==> config.mk <==
export PLATFORM = sky130hd
export DESIGN_NAME = mux_scan_ctrl
export DESIGN_NICKNAME = d
export VERILOG_FILES = /design/src/rtl/mux_scan_ctrl.sv
export SDC_FILE = /design/constraint.sdc
export NUM_CORES = 1
export LEC_CHECK = 0
export CAP_MARGIN = 15
export CORE_MARGIN = 3
export CORE_UTILIZATION = 62
export CTS_CLUSTER_SIZE = 28
export DETAILED_ROUTE_END_ITERATION = 8
export DONT_BUFFER_PORTS = 1
export HOLD_SLACK_MARGIN = 0.03
export PLACE_DENSITY = 0.79
export SYNTH_ARGS = -nofsm -noshare
export SYNTH_HDL_FRONTEND = slang
export SYNTH_SLANG_ARGS = --single-unit
==> constraint.sdc <==
create_clock -name clk_i -period 2.8 [get_ports clk_i]
set_clock_uncertainty 0.1 [all_clocks]
set_input_delay 0.84 -clock clk_i [delete_from_list [all_inputs] [get_ports clk_i]]
set_output_delay 0.84 -clock clk_i [all_outputs]
set_load 0.05 [all_outputs]
==> src/rtl/mux_scan_ctrl.sv <==
// mux_scan_ctrl
//   Sequencer for a downstream 4:1 single-bit multiplexer. Steps the mux
//   select through the enabled channels, holds each select for DWELL cycles,
//   captures the mux output into a per-channel sample register and flags
//   each capture with a one-cycle valid pulse. Supports single-sweep and
//   continuous scanning with immediate abort.
//
// Parameters
//   DWELL     settle cycles the select is held before sampling (1..255)
//   CNT_W     dwell counter width, must hold DWELL-1
//
// Ports
//   clk_i       system clock, rising edge
//   rst_ni      asynchronous active-low reset
//   start_i     request to begin a sweep (only honoured when idle)
//   stop_i      abort, back to idle on the next edge (wins over start_i)
//   mode_i      0 = single sweep, 1 = continuous
//   mask_i      channel enables, latched at start and at each wrap
//   o_in_i      output of the downstream mux
//   s_o         mux select
//   samples_o   last captured value per channel
//   ch_id_o     channel of the current valid pulse
//   valid_o     one-cycle pulse, samples_o[ch_id_o] just updated
//   busy_o      high whenever a sweep is in progress
//   done_o      one-cycle pulse at the end of a single sweep
module mux_scan_ctrl #(
  parameter int DWELL = 4,
  parameter int CNT_W = 8
) (
  input  logic       clk_i,
  input  logic       rst_ni,
  input  logic       start_i,
  input  logic       stop_i,
  input  logic       mode_i,
  input  logic [3:0] mask_i,
  input  logic       o_in_i,
  output logic [1:0] s_o,
  output logic [3:0] samples_o,
  output logic [1:0] ch_id_o,
  output logic       valid_o,
  output logic       busy_o,
  output logic       done_o
);

  localparam logic [CNT_W-1:0] DWELL_M1 = CNT_W'(DWELL - 1);

  typedef enum logic [1:0] {
    ST_IDLE,
    ST_SETTLE,
    ST_SAMPLE,
    ST_NEXT
  } state_e;

  state_e           state_q, state_d;
  logic [CNT_W-1:0] cnt_q, cnt_d;
  logic [3:0]       mask_q, mask_d;
  logic [1:0]       s_q, s_d;
  logic [3:0]       samples_q, samples_d;
  logic [1:0]       ch_id_q, ch_id_d;
  logic             valid_q, valid_d;
  logic             busy_q, busy_d;
  logic             done_q, done_d;

  // Lowest enabled channel of the live mask input (used at start and wrap).
  logic [1:0] low_idx;
  always_comb begin
    low_idx = 2'd0;
    for (int i = 3; i >= 0; i--) begin
      if (mask_i[i]) low_idx = 2'(i);
    end
  end

  // Next latched-enabled channel strictly above the current select; no wrap,
  // running off the top means the sweep is complete.
  logic       nxt_found;
  logic [1:0] nxt_idx;
  always_comb begin
    nxt_found = 1'b0;
    nxt_idx   = 2'd0;
    for (int i = 3; i >= 0; i--) begin
      if ((i > int'(s_q)) && mask_q[i]) begin
        nxt_found = 1'b1;
        nxt_idx   = 2'(i);
      end
    end
  end

  always_comb begin
    state_d   = state_q;
    cnt_d     = cnt_q;
    mask_d    = mask_q;
    s_d       = s_q;
    samples_d = samples_q;
    ch_id_d   = ch_id_q;
    valid_d   = 1'b0;
    done_d    = 1'b0;

    if (stop_i) begin
      // Abort: select and samples hold, any pending capture is dropped.
      state_d = ST_IDLE;
    end else begin
      unique case (state_q)
        ST_IDLE: begin
          if (start_i && (mask_i != 4'd0)) begin
            mask_d  = mask_i;
            s_d     = low_idx;
            cnt_d   = DWELL_M1;
            state_d = ST_SETTLE;
          end
        end
        ST_SETTLE: begin
          if (cnt_q == '0) state_d = ST_SAMPLE;
          else             cnt_d   = cnt_q - CNT_W'(1);
        end
        ST_SAMPLE: begin
          samples_d[s_q] = o_in_i;
          ch_id_d        = s_q;
          valid_d        = 1'b1;
          state_d        = ST_NEXT;
        end
        ST_NEXT: begin
          if (nxt_found) begin
            s_d     = nxt_idx;
            cnt_d   = DWELL_M1;
            state_d = ST_SETTLE;
          end else if (!mode_i) begin
            done_d  = 1'b1;
            state_d = ST_IDLE;
          end else begin
            // Continuous wrap: pick up whatever mask is presented now.
            mask_d = mask_i;
            if (mask_i != 4'd0) begin
              s_d     = low_idx;
              cnt_d   = DWELL_M1;
              state_d = ST_SETTLE;
            end else begin
              state_d = ST_IDLE;
            end
          end
        end
        default: state_d = ST_IDLE;
      endcase
    end

    busy_d = (state_d != ST_IDLE);
  end

  always_ff @(posedge clk_i or negedge rst_ni) begin
    if (!rst_ni) begin
      state_q   <= ST_IDLE;
      cnt_q     <= '0;
      mask_q    <= 4'd0;
      s_q       <= 2'd0;
      samples_q <= 4'd0;
      ch_id_q   <= 2'd0;
      valid_q   <= 1'b0;
      busy_q    <= 1'b0;
      done_q    <= 1'b0;
    end else begin
      state_q   <= state_d;
      cnt_q     <= cnt_d;
      mask_q    <= mask_d;
      s_q       <= s_d;
      samples_q <= samples_d;
      ch_id_q   <= ch_id_d;
      valid_q   <= valid_d;
      busy_q    <= busy_d;
      done_q    <= done_d;
    end
  end

  assign s_o       = s_q;
  assign samples_o = samples_q;
  assign ch_id_o   = ch_id_q;
  assign valid_o   = valid_q;
  assign busy_o    = busy_q;
  assign done_o    = done_q;

endmodule

# ---- Word level (Yosys, flattened, before mapping)
# Index checks and enable logic that the tools add are counted.
dict set report totals {
  elab_cells 81
  register_bits 25
}
dict set report classes {
  n_eq_ne 9
  reduce_logical 15
  mux 41
  add_sub_neg 1
  bitwise 1
  n_lt_le_gt_ge 5
}
# op count
set op_table {}
lappend op_table {{8-bit two-way mux} 5}
lappend op_table {{2-bit two-way mux} 14}
lappend op_table {{8-bit one-hot mux with 3 select lines} 1}
lappend op_table {{1-bit two-way mux} 13}
lappend op_table {{4-bit two-way mux} 3}
lappend op_table {{5-bit AND reduction} 2}
lappend op_table {{8-bit zero test} 1}
lappend op_table {{2-bit != test, second input constant} 4}
lappend op_table {{2-bit one-hot mux with 4 select lines} 1}
lappend op_table {{4-bit one-hot mux with 2 select lines} 1}
lappend op_table {{8-bit by 1-bit subtractor with 8-bit output, second input constant} 1}
lappend op_table {{3-bit != test, second input constant} 2}
lappend op_table {{6-bit AND reduction} 1}
lappend op_table {{1-bit logical AND} 5}
lappend op_table {{4-bit bitwise mux} 1}
lappend op_table {{2-bit == test, second input constant} 2}
lappend op_table {{2-bit greater-than comparator, first input constant} 2}
lappend op_table {{2-bit one-hot mux with 2 select lines} 1}
lappend op_table {{2-bit nonzero test} 2}
lappend op_table {{4-bit nonzero test} 1}
lappend op_table {{2-bit by 3-bit < comparator with 1-bit output, second input constant} 1}
lappend op_table {{3-bit nonzero test} 1}
lappend op_table {{1-bit demux with 2-bit select} 1}
lappend op_table {{2-bit by 1-bit == test with 1-bit output, second input constant} 1}
lappend op_table {{5 further kinds} 5}

# ---- Longest topological paths before layout
dict set report depth {
  depth_word 9
  depth_mapped 8
  mapped_depth_nobuf 7
}

# ---- Worst setup path before layout
# Ideal clock, no wire load.
dict set report synth_path {
  path_kind {input-to-reg}
  from {in mask_i[0]}
  to {reg cnt_q[1]}
  required_ns 2.575
  path_buffers 1
  t_arrival_ns 2.185
  setup_slack_ns 0.390
  cell_stages 6
  path_cell_list {o41ai_1 inv_1 o31ai_4 or2_1 buf_6 mux2_4}
}
dict set report synth_between {
  elab_chain_cells 4
}
# element line
set synth_lines {}
lappend synth_lines {{start: declaration} 35} ;# input logic [3:0] mask_i,
lappend synth_lines {{4-bit nonzero test *} {104, 132}}
lappend synth_lines {{1-bit logical AND} 104} ;# if (start_i && (mask_i != 4'd0)) begin
lappend synth_lines {{2-bit != test (no source line)} n/a}
lappend synth_lines {{6-bit AND reduction (no source line) *} n/a}
lappend synth_lines {{end signal: assignment} 161} ;# cnt_q <= cnt_d;
lappend synth_lines {{end: declaration} 55} ;# logic [CNT_W-1:0] cnt_q, cnt_d;
# Mark *: on every way between the ends. The rest lies on a longest branch, timed or not.
# A chain may end at the register's enable or synchronous reset.

# ---- Final worst setup path
dict set report layout_path {
  from {reg cnt_q[0]}
  to {reg cnt_q[1]}
}
dict set report layout_between {
  elab_chain_cells 3
}
# element line
set layout_lines {}
lappend layout_lines {{8-bit by 1-bit subtractor with 8-bit output / 8-bit zero test (equally long branches)} {113, 112}}
lappend layout_lines {{8-bit two-way mux / 2-bit != test (equally long branches)} n/a}
lappend layout_lines {{8-bit one-hot mux with 3 select lines / 6-bit AND reduction (equally long branches)} n/a}
# Parallel ways exist; a longest one is shown, timed or not. The select of a mux whose other input is x is not followed.

==> results by stage <==
Status:
- The flow ran to the end, and the final reports show no timing, DRC or antenna violations.

Clocking:
- In this run the number of H-tree levels came out at 1.
- The number of hold buffers added after cts is 0.
- Clock-pin slew was measured on the worst setup and hold paths at around 0.14 ns.
- Counting along the longest clock path gives a buffer depth of 2.
- The number of setup buffers added after CTS is 0.
- For this design, the sink count on the clock tree is 24.
- The number of gates resized after CTS is 0.
- TritonCTS built the clock tree.
- The later-pin clock latency in the skew report is about 0.32 ns.
- The tree is rooted in a sky130_fd_sc_hd__clkbuf_4.
- The CTS buffer count is 3.

Layout:
- The area growth from synthesis to layout is 6.51%.
- The number of diodes added for antenna fixing is 0.
- In the layout the commonest cells are 24 x sky130_fd_sc_hd__dfrtp_1, 15 x sky130_fd_sc_hd__nand2_1, 9 x sky130_fd_sc_hd__inv_1, 9 x sky130_fd_sc_hd__nor2_1, 9 x sky130_fd_sc_hd__o21ai_0.
- After filler insertion, the fill cell instance count of the layout stands at about 140.
- The fraction of final layout cells with drive strength greater than 1 is between 10% and 20%.
- The finished layout holds 170 standard cells, fillers aside.
- For this run, the post-layout net count is approximately 160.
- Leaving out fill and tap cells, the most frequent cell in the layout is sky130_fd_sc_hd__dfrtp_1.

Placed design:
- The worst slack at placement is just under 0.4 ns.
- Routability-driven placement finished with a final weighted congestion of roughly 0.79.
- The number of buffers inserted by port buffering is 0.
- The placed instance count is 166.
- The placed wire-length estimate is 2060 um.

Routing:
- The routed layout has between 1000 and 1500 vias.
- The count of unresolved DRC violations after routing is 0.
- The residual antenna-violating net count after detailed routing is 0.
- In the final routed layout, each cell accounts on average for around 17 um.
- The first TritonRoute pass finished after 4 iterations.
- The per-cell via count in the routed design is roughly 6.
- Summed over all layers, the routed wires come to roughly 2900 um.
- In this run, the number of DRC markers left after iteration 0 of detailed routing was 18.

Critical path:
- The worst register-to-register path has a depth of 7.
- The endpoint identified for the worst register-to-register timing path is cnt_q[1]$_DFFE_PN0P_.
- Along the worst path, the maximum fanout reaches 8.
- The worst register-to-register path has a setup slack of roughly 0.56 ns.
- In this run the worst setup path terminates at cnt_q[1]$_DFFE_PN0P_.
- The type of origin of the critical path is a flip-flop.
- The source of the critical timing path is cnt_q[0]$_DFFE_PN0P_.
- Data on the critical path is required at its endpoint by ~2.9 ns.
- The critical register-to-register path startpoint is cnt_q[0]$_DFFE_PN0P_.
- The critical setup path kind is reg -> reg.
- The capturing element type of the critical path is a flip-flop.
- The worst endpoint data arrival time is between 2 and 2.5 ns.

Floorplan:
- The starting utilization of the core area is around 69%.
- The die span in x is around 54 um.
- The total number of placement rows is 16.
- 21 I/O pins were placed.
- From bottom edge to top edge, the die measures between 50 and 60 um.
- The core outline area is 0.00206 mm2.
- The die covers 0.00291 mm2.

Timing:
- For the pin with the worst max-slew slack, the measured transition is just over 0.5 ns.
- The final hold violation count is 0.
- The number of pins with negative max-slew slack in the final report is 0.
- The worst slew margin relative to its limit is around two thirds.
- Setup repair after global routing left no endpoint under its margin.
- The final sum of negative setup slack is 0 ns.
- Setup violations remaining at the end of the flow were counted as 0.
- The share of the clock period used by the worst path after layout is 79.9%.
- The slack of the critical path is 0.562 ns.
- Counting I/O delays and the setup requirement, the final critical path takes 2.24 ns.
- The upper clock frequency limit is between 400 and 500 MHz.

Synth:
- Counting distinct cell types in the post-synthesis netlist gives 39.
- The number of nets in the synthesized netlist is approximately 160.
- The register area share after synthesis is 42.2%.
- After synthesis the netlist holds a flip-flop and latch count of 24.
- In the synthesized netlist, the number of instances is 139.
- The Yosys step of the flow raised 0 warnings.
- Among all flip-flop cells after synthesis, the most frequent one is sky130_fd_sc_hd__dfrtp_1.
- The synthesized design contains 0 enable-type register cells.
- After synthesis, the share of flip-flops with an asynchronous set or reset is 100%.
- The cell area after synthesis is around 0.0014 mm2.
- The average cell area after synthesis is about 10 um2.

GRT:
- The first global-routing pass estimated ~4800 um of wire.
- Entering global routing, the biggest net connects 25 pins.
- The number of antenna violations at the first check in global routing was 0.
- The number of global-route vias before repair is roughly 1100.
- After global routing the overflow that remains totals 0.
- The global routing usage summed across all routing layers is ~23%.

Hold path:
- The type of the worst min-delay path is in -> async.

Job:
- The max-capacitance violation count is 0.

Power and ir drop:
- The worst-case vdd ir drop is between 1 and 1.5 mV.
- For this design the static power due to leakage is 0.669 nW.
- The power density over the cells is 1180 mW/mm2.
per-layer routing:
metal | track usage, % | vias up | share of wire, %
met2 | 36.3 | 32 | 46
met5 | 0 | - | 0
met3 | 8.59 | 4 | 7.0
met4 | 5.96 | 0 | 0.95
li1 | - | 520 | -
met1 | 29.6 | 480 | 46
worst max-delay path: stages, from the launching register on:
cell	delay, ns
sky130_fd_sc_hd__dfrtp_1	0.44
sky130_fd_sc_hd__inv_1	0.09
sky130_fd_sc_hd__ha_1	0.14
sky130_fd_sc_hd__or4b_4	0.47
sky130_fd_sc_hd__nor4_4	0.23
sky130_fd_sc_hd__a21o_4	0.21
sky130_fd_sc_hd__or2_1	0.16
sky130_fd_sc_hd__mux2_4	0.31
cells by family (layout without fill, tap and decap cells):
logic type	after synthesis	in the layout	synth area share (%)
and+or+nand+nor	49	49	19.5
AOI/OAI and AO/OA	35	35	19.0
DFF	24	24	42.2
buffers and inverters	13	17	4.05
muxes	10	10	8.18
adders and majority gates	8	8	7.04
per-stage QoR:
stage	instance area [um2]	total power, mW	util [%]	hold slack [ns]
finish	1520	1.79	73.5	0.0817
global route	1520	1.91	73.5	0.0501
CTS	1520	1.79	73.5	0.0802
detailed placement	1460	1.52	70.9	0.408
global placement	1460	1.48	70.9	0.393
floorplan	1420	1.36	-	0.366
cell usage after synthesis (3+ instances only):
cell                       count  area (um2)
sky130_fd_sc_hd__dfrtp_1      24         601
sky130_fd_sc_hd__nand3b_1      8        60.1
sky130_fd_sc_hd__o31ai_1       4        30.0
sky130_fd_sc_hd__nand2b_1      3        18.8
sky130_fd_sc_hd__ha_1          8         100
sky130_fd_sc_hd__nor2_1        9        33.8
sky130_fd_sc_hd__mux2_2        8        90.1
sky130_fd_sc_hd__inv_1         9        33.8
sky130_fd_sc_hd__nand2_1      15        56.3
sky130_fd_sc_hd__o221ai_1      4        35.0
sky130_fd_sc_hd__o21ai_0       9        45.0
sky130_fd_sc_hd__a21oi_1       4        20.0
layout make-up:
class | instances | area, um2 | area share (%)
well taps | 27 | 33.8 | 2.23
inverters | 9 | 33.8 | 2.23
repair buffers | 4 | 30.0 | 1.98
flip-flops and latches | 24 | 601 | 39.6
multi-input cells | 102 | 764 | 50.5
clock buffers | 3 | 22.5 | 1.49
clock inverters | 1 | 30.0 | 1.98
worst min-delay path by stage:
stage | startpoint | end | slack, ns
3_3_place_gp | cnt_q[0]$_DFFE_PN0P_ | cnt_q[0]$_DFFE_PN0P_ | 0.39
6_report | rst_ni | samples_o[0]$_DFFE_PN0P_ | 0.08
4_1_cts | rst_ni | ch_id_o[1]$_DFFE_PN0P_ | 0.08
3_5_place_dp | cnt_q[0]$_DFFE_PN0P_ | cnt_q[0]$_DFFE_PN0P_ | 0.41
5_1_grt | rst_ni | cnt_q[3]$_DFFE_PN0P_ | 0.05
2_1_floorplan | cnt_q[0]$_DFFE_PN0P_ | cnt_q[0]$_DFFE_PN0P_ | 0.37
power breakdown:
group          leakage (nW)  switching (mW)  internal (mW)
Sequential            0.309           0.311          0.487
Combinational         0.332           0.423          0.314
Clock                0.0279           0.114          0.145
flip-flops by register name, indices dropped and copies added, names as in the netlist:
| register | count |
|---|---|
| busy_o | 1 |
| ch_id_o | 2 |
| cnt_q | 8 |
| done_o | 1 |
| mask_q | 3 |
| s_o | 2 |
| samples_o | 4 |
| state_q | 2 |
| valid_o | 1 |
Note: power is estimated with default switching activity, not from simulation.
